<file path="config.mk">
export PLATFORM = sky130hd
export DESIGN_NAME = rom_loader_flat
export DESIGN_NICKNAME = d
export VERILOG_FILES = /design/src/rtl/rom_loader_if.sv /design/src/rtl/rom_loader.sv /design/src/flat_wrapper.sv
export SDC_FILE = /design/constraint.sdc
export NUM_CORES = 1
export LEC_CHECK = 0
export CAP_MARGIN = 20
export CORE_MARGIN = 1.5
export CORE_UTILIZATION = 55
export CTS_BUF_LIST = sky130_fd_sc_hd__clkbuf_4
export CTS_CLUSTER_SIZE = 10
export DETAILED_ROUTE_END_ITERATION = 6
export GPL_TIMING_DRIVEN = 0
export PLACE_DENSITY = 0.82
export SLEW_MARGIN = 0
export SYNTH_ARGS = -nofsm -noshare
export SYNTH_HDL_FRONTEND = slang
export SYNTH_SLANG_ARGS = --single-unit
</file>
<file path="constraint.sdc">
create_clock -name clk -period 2.95 [get_ports clk]
set_input_delay 0.295 -clock clk [delete_from_list [all_inputs] [get_ports clk]]
set_output_delay 0.295 -clock clk [all_outputs]
set_load 0.03 [all_outputs]
</file>
<file path="src/rtl/rom_loader_if.sv">
// Host-link and program-memory signal bundle for rom_loader.
// master: host/bench side (drives the byte stream, observes memory and status).
// slave : loader side.
interface rom_loader_if;
   logic [7:0] in_data;
   logic       in_valid;
   logic       in_ready;
   logic       mem_we;
   logic [7:0] mem_addr;
   logic [7:0] mem_wdata;
   logic       cpu_run;
   logic       load_err;
   logic       busy;

   modport master (
      output in_data, in_valid,
      input  in_ready, mem_we, mem_addr, mem_wdata, cpu_run, load_err, busy
   );

   modport slave (
      input  in_data, in_valid,
      output in_ready, mem_we, mem_addr, mem_wdata, cpu_run, load_err, busy
   );
endinterface

</file>
<file path="src/rtl/rom_loader.sv">
// rom_loader: receives a framed byte stream (START, LEN, payload[, CSUM]),
// writes the payload into program memory from address 0 and releases the CPU
// once a complete frame has been loaded.
// Optional feature: define ROM_LOADER_CHECKSUM_EN to require a trailing
// checksum byte (8-bit sum of payload). Without it a frame completes after the
// last payload byte and load_err stays 0.
module rom_loader #(
   parameter logic [7:0] START_BYTE = 8'hA5
) (
   input  logic         clk,
   input  logic         reset,
   rom_loader_if.slave  bus
);

   typedef enum logic [2:0] {
      S_IDLE,
      S_LEN,
      S_DATA,
      S_CSUM,
      S_DONE,
      S_ERROR
   } state_t;

   state_t     r_state;
   logic [8:0] r_count;     // remaining payload bytes, 1..256
   logic [7:0] r_addr;
   logic [7:0] r_csum;
   logic       r_we;
   logic [7:0] r_waddr;
   logic [7:0] r_wdata;
   logic       r_cpu_run;
   logic       r_load_err;

   logic       w_accept;
   logic       w_start;
   logic       w_last;
   logic [7:0] w_csum_next;

   // A byte is only taken in cycles without a pending memory write.
   assign w_accept    = bus.in_valid & ~r_we;
   assign w_start     = (bus.in_data == START_BYTE);
   assign w_last      = (r_count == 9'd1);
   assign w_csum_next = r_csum + bus.in_data;

   // Frame parser, address/checksum counters and registered outputs.
   always_ff @(posedge clk or negedge reset) begin
      if (!reset) begin
         r_state    <= S_IDLE;
         r_count    <= '0;
         r_addr     <= '0;
         r_csum     <= '0;
         r_we       <= 1'b0;
         r_waddr    <= '0;
         r_wdata    <= '0;
         r_cpu_run  <= 1'b0;
         r_load_err <= 1'b0;
      end else begin
         r_we <= 1'b0;
         if (w_accept) begin
            case (r_state)
               S_IDLE, S_DONE, S_ERROR: begin
                  if (w_start) begin
                     r_state    <= S_LEN;
                     r_cpu_run  <= 1'b0;
                     r_load_err <= 1'b0;
                     r_csum     <= '0;
                  end
               end
               S_LEN: begin
                  r_count <= (bus.in_data == 8'd0) ? 9'd256 : {1'b0, bus.in_data};
                  r_addr  <= '0;
                  r_state <= S_DATA;
               end
               S_DATA: begin
                  r_we    <= 1'b1;
                  r_waddr <= r_addr;
                  r_wdata <= bus.in_data;
                  r_addr  <= r_addr + 8'd1;
                  r_csum  <= w_csum_next;
                  r_count <= r_count - 9'd1;
                  if (w_last) begin
`ifdef ROM_LOADER_CHECKSUM_EN
                     r_state <= S_CSUM;
`else
                     r_state   <= S_DONE;
                     r_cpu_run <= 1'b1;
`endif
                  end
               end
`ifdef ROM_LOADER_CHECKSUM_EN
               S_CSUM: begin
                  if (bus.in_data == r_csum) begin
                     r_state   <= S_DONE;
                     r_cpu_run <= 1'b1;
                  end else begin
                     r_state    <= S_ERROR;
                     r_load_err <= 1'b1;
                  end
               end
`endif
               default: r_state <= S_IDLE;
            endcase
         end
      end
   end

   assign bus.in_ready  = ~r_we;
   assign bus.mem_we    = r_we;
   assign bus.mem_addr  = r_waddr;
   assign bus.mem_wdata = r_wdata;
   assign bus.cpu_run   = r_cpu_run;
   assign bus.load_err  = r_load_err;
   assign bus.busy      = (r_state == S_LEN) || (r_state == S_DATA) || (r_state == S_CSUM);

endmodule
</file>
<file path="src/flat_wrapper.sv">
// flat-port wrapper written by rule: the top's interface ports become plain ports
module rom_loader_flat 
#(
   parameter logic [7:0] START_BYTE = 8'hA5
)
  (clk, reset, bus_in_data, bus_in_valid, bus_in_ready, bus_mem_we, bus_mem_addr, bus_mem_wdata, bus_cpu_run, bus_load_err, bus_busy);
  rom_loader_if bus_i ();
  input  logic clk;
  input  logic reset;
  input wire logic [$bits(bus_i.in_data)-1:0] bus_in_data;
  input wire logic [$bits(bus_i.in_valid)-1:0] bus_in_valid;
  output wire logic [$bits(bus_i.in_ready)-1:0] bus_in_ready;
  output wire logic [$bits(bus_i.mem_we)-1:0] bus_mem_we;
  output wire logic [$bits(bus_i.mem_addr)-1:0] bus_mem_addr;
  output wire logic [$bits(bus_i.mem_wdata)-1:0] bus_mem_wdata;
  output wire logic [$bits(bus_i.cpu_run)-1:0] bus_cpu_run;
  output wire logic [$bits(bus_i.load_err)-1:0] bus_load_err;
  output wire logic [$bits(bus_i.busy)-1:0] bus_busy;
  assign bus_i.in_data = bus_in_data;
  assign bus_i.in_valid = bus_in_valid;
  assign bus_in_ready = bus_i.in_ready;
  assign bus_mem_we = bus_i.mem_we;
  assign bus_mem_addr = bus_i.mem_addr;
  assign bus_mem_wdata = bus_i.mem_wdata;
  assign bus_cpu_run = bus_i.cpu_run;
  assign bus_load_err = bus_i.load_err;
  assign bus_busy = bus_i.busy;
  rom_loader #(.START_BYTE(START_BYTE)) u_core (.clk(clk), .reset(reset), .bus(bus_i));
endmodule
</file>
==> impl_summary.md <==
Outcome
The flow ran to the end, and the final reports show no timing, DRC or antenna violations.

Synth
The number of different library cells used by synthesis comes to 45. The fraction of registers with async set or reset after synthesis is 1.00. The netlist area before placement is 1930 um^2.

The share of synthesized area in the top cell type comes to 0.493. The sequential area share after synthesis is 0.493. Dividing the synthesized area by the synthesized cell count gives 9.28 um^2. In the synthesized netlist the dominant register cell turns out to be sky130_fd_sc_hd__dfrtp_1. In the post-synthesis netlist, the biggest area contributors are sky130_fd_sc_hd__dfrtp_1, sky130_fd_sc_hd__nand2_1, sky130_fd_sc_hd__a21oi_1, sky130_fd_sc_hd__o21ai_1, sky130_fd_sc_hd__nor2_1. The cell count after synthesis is 208. During synthesis, Yosys emitted a total of 0 warnings. In this run, synthesis produced a sequential element count of 38. The number of flops mapped to enable cells by yosys is 0. Ranked by instance count, the synthesized netlist is headed by sky130_fd_sc_hd__nand2_1, sky130_fd_sc_hd__dfrtp_1, sky130_fd_sc_hd__nor2_1. The largest area contributor in the netlist is sky130_fd_sc_hd__dfrtp_1.

The most instantiated library cell after synthesis is sky130_fd_sc_hd__nand2_1. The net count after synthesis is between 200 and 250.

Detailed routing
Summing over every cut layer, the via total after detailed routing is 1634. The number of design-rule violations left by the first detailed-router iteration is 104. For this run, design rule violations remaining after detail routing come to 0. The total detailed-routing wirelength is between 4000 and 5000 um. In the routed layout, each cell is associated on average with a via count of 5.60. The count of TritonRoute iterations in the first routing pass is 4. The remaining antenna violation count after routing is 0. The average wire per standard cell is 14.7 um.

Clock tree
The clock drives 38 sinks. The clock tree root buffer cell is sky130_fd_sc_hd__clkbuf_4. The clock transition at the register clock pins on the worst setup and hold paths after CTS is approximately 0.12 ns.

The number of setup buffers added after CTS is 0. The number of buffers added by the clock tree synthesis step is 5. Counting along the longest clock path gives a buffer depth of 2. The H-tree generated during clock tree synthesis spans 2 levels.

The count of hold buffers inserted by post-cts repair is 0. Gates resized during post-CTS repair numbered 0. TritonCTS built the clock tree. The clock reaches the later pin of the worst-skew pair after 0.35 ns.

Setup path
The cell count along the critical path is 3. The critical path in this run is classified as reg -> out. The required time of the critical path is 2.65 ns. The cell depth of the worst flop-to-flop path is 6.

Traced cell by cell, the critical path runs through inv_1, a21oi_1, clkdlybuf4s50_1. The critical path ends at bus_busy. The setup check on the worst reg-to-reg path leaves a slack of 1.22 ns. The worst register-to-register path ends at u_core.r_count[6]$_DFFE_PN0P_. The element type at the critical path start is a flip-flop. The worst endpoint data arrival time is 1.67 ns. The kind of cell with the highest combined delay along the critical path is buffers and inverters. The startpoint of the most critical setup path is u_core.r_state[1]$_DFFE_PN0P_.

The reg-to-reg startpoint is u_core.r_count[0]$_DFFE_PN0P_. The slowest cell on the critical path is sky130_fd_sc_hd__clkdlybuf4s50_1. The stage delay of the slowest cell on the critical path is 0.68 ns. Together, buffers and inverters on the worst path number 2. STA classifies the critical path endpoint as a primary output. Along the worst path, the maximum fanout reaches 6.

Placed design
Prior to clock tree synthesis, the placed netlist has a worst setup slack of 0.902 ns. The placer's final routability congestion estimate is between 0.8 and 0.9. Buffers placed on the I/O ports in this run total 30. The HPWL after detailed placement is 2960 um.

Timing
The transition time at the pin with the least slew margin is ~0.82 ns. The number of endpoints failing setup at the final stage is 0. The sum of negative setup slack is 0 ns. The count of endpoints failing hold in the final timing report came to 0.

The relative max-transition margin is 0.452. Dividing the final minimum period by the clock period gives 0.666. The final setup skew is about 0.0078 ns. The achievable frequency is a little over 0.5 GHz. The time the final worst path needs with I/O delays and setup is 1.96 ns. The number of pins with negative max-slew slack in the final report came to 0. Setup repair after global routing left no endpoint under its margin. In the post-route analysis, the smallest setup slack over all paths is 0.986 ns.

GRT
The global-route wire length before repair is 7410 um. The largest net degree at the start of global routing is 39. Summed over all layers, the global routing overflow is 0. The initial antenna violation count is 0. The via count of the first global-routing pass is 1584. Across every metal layer, demand over resource in global routing totals 0.240.

Cells and area
The sequential cells in the finished layout cover a total of approximately 950 um^2. In the final layout, the multi-input gates occupy just under 900 um^2. The antenna diode count is 0. The area growth from synthesis to layout is 22.3%. After the last flow step, the layout net total stands at 259. The fraction of layout instances using a drive strength above 1 is 0.122. The filler cell count is 282.

Die
The core region area is 3360 um^2. The initial utilization of the core area, before any placement, comes to 0.574. The site row count is 21. 32 I/O pins were placed.

In this run the vertical extent of the chip is ~62 um. The die extent in x is between 60 and 70 um. The die covers 3870 um^2.

Run
Across the run, the number of max-cap violations was 0.

Power and ir drop
The worst vdd rail ir drop is 0.509 mV. The power density of the placed cells is 933 nW/um^2. Summed over all cells, the static leakage comes to 1.08 nW.

Worst hold path
The tightest min-delay check is of the in -> async type.
[flip-flops by register name, indices dropped and copies added (netlist names)]
name                  flops
u_core.r_count            9
u_core.bus.mem_addr       8
u_core.bus.mem_wdata      8
u_core.r_addr             8
u_core.r_state            3
u_core.bus.cpu_run        1
u_core.bus.mem_we         1
[worst reg2reg max path, delay by kind of cell, from the launching register on]
family / cells / cell delay (ns)
AOI/OAI and AO/OA: 2 / 0.26
adders and majority gates: 1 / 0.18
buffers and inverters: 1 / 0.08
DFF: 1 / 0.45
and+or+nand+nor: 2 / 0.69
[cell usage in the layout, fill, tap and decap left out, types with 5 or more instances in the layout]
| master | instances |
|---|---|
| sky130_fd_sc_hd__dfrtp_1 | 38 |
| sky130_fd_sc_hd__a21oi_1 | 10 |
| sky130_fd_sc_hd__nor3_1 | 6 |
| sky130_fd_sc_hd__buf_2 | 6 |
| sky130_fd_sc_hd__clkbuf_4 | 5 |
| sky130_fd_sc_hd__o21ai_0 | 8 |
| sky130_fd_sc_hd__o21ai_1 | 9 |
| sky130_fd_sc_hd__nand2_1 | 62 |
| sky130_fd_sc_hd__inv_1 | 5 |
| sky130_fd_sc_hd__nor2_1 | 11 |
| sky130_fd_sc_hd__clkdlybuf4s50_1 | 29 |
[per-stage QoR]
step	hold WS [ns]	power (W)	std cells	cell area [um^2]	util
after floorplan	-0.000591	0.00152	208	1930	-
after global placement	0.458	0.00184	284	2290	0.680
after detailed placement	0.440	0.00186	284	2280	0.679
after CTS	0.0500	0.00221	292	2360	0.702
after global routing	0.0962	0.00235	292	2360	0.702
final	0.0298	0.00220	292	2360	0.702
[worst min path at each step]
stage               cells past startpoint                                start                                  end  slack, ns
global placement                        2  u_core.bus.mem_wdata[4]$_DFFE_PN0P_  u_core.bus.mem_wdata[4]$_DFFE_PN0P_       0.46
CTS                                     1                                reset        u_core.r_count[5]$_DFFE_PN0P_       0.05
detailed placement                      1                                reset        u_core.r_count[6]$_DFFE_PN0P_       0.44
finish                                  1                                reset        u_core.r_count[6]$_DFFE_PN0P_       0.03
global route                            1                                reset        u_core.r_count[6]$_DFFE_PN0P_        0.1
floorplan                               0                                reset       u_core.bus.cpu_run$_DFFE_PN0P_    -0.0006
[kinds of logic (layout without fill, tap and decap cells)]
kind of cell	after synthesis	in the layout	synth area share
adders and majority gates	3	3	0.0195
and+or+nand+nor	105	105	0.274
AOI/OAI and AO/OA	41	41	0.141
muxes	4	4	0.0233
buffers and inverters	16	54	0.0480
other	1	1	0.00194
DFF	38	38	0.493
[layer usage]
layer	GRT usage	routed length, um	vias to the layer above
li1	-	-	790
met1	0.314	1940	791
met2	0.398	2080	49
met3	0.0598	225	4
met4	0.0722	31	0
met5	0	0	-
[where the power goes]
part / internal (W) / switching, W / leakage, nW
sequential: 0.000680 / 0.000177 / 0.493
clock: 0.000176 / 0.000176 / 0.0450
combinational: 0.000417 / 0.000576 / 0.542
[layout make-up]
type                            count  area share
Sequential cell                    38       0.403
Multi-Input combinational cell    154       0.375
Timing Repair Buffer               30       0.125
Buffer                             10      0.0297
Tap cell                           46      0.0244
Clock inverter                      3      0.0170
Clock buffer                        5      0.0159
Inverter                            6     0.00954
Power figures use the tool's default switching activity.
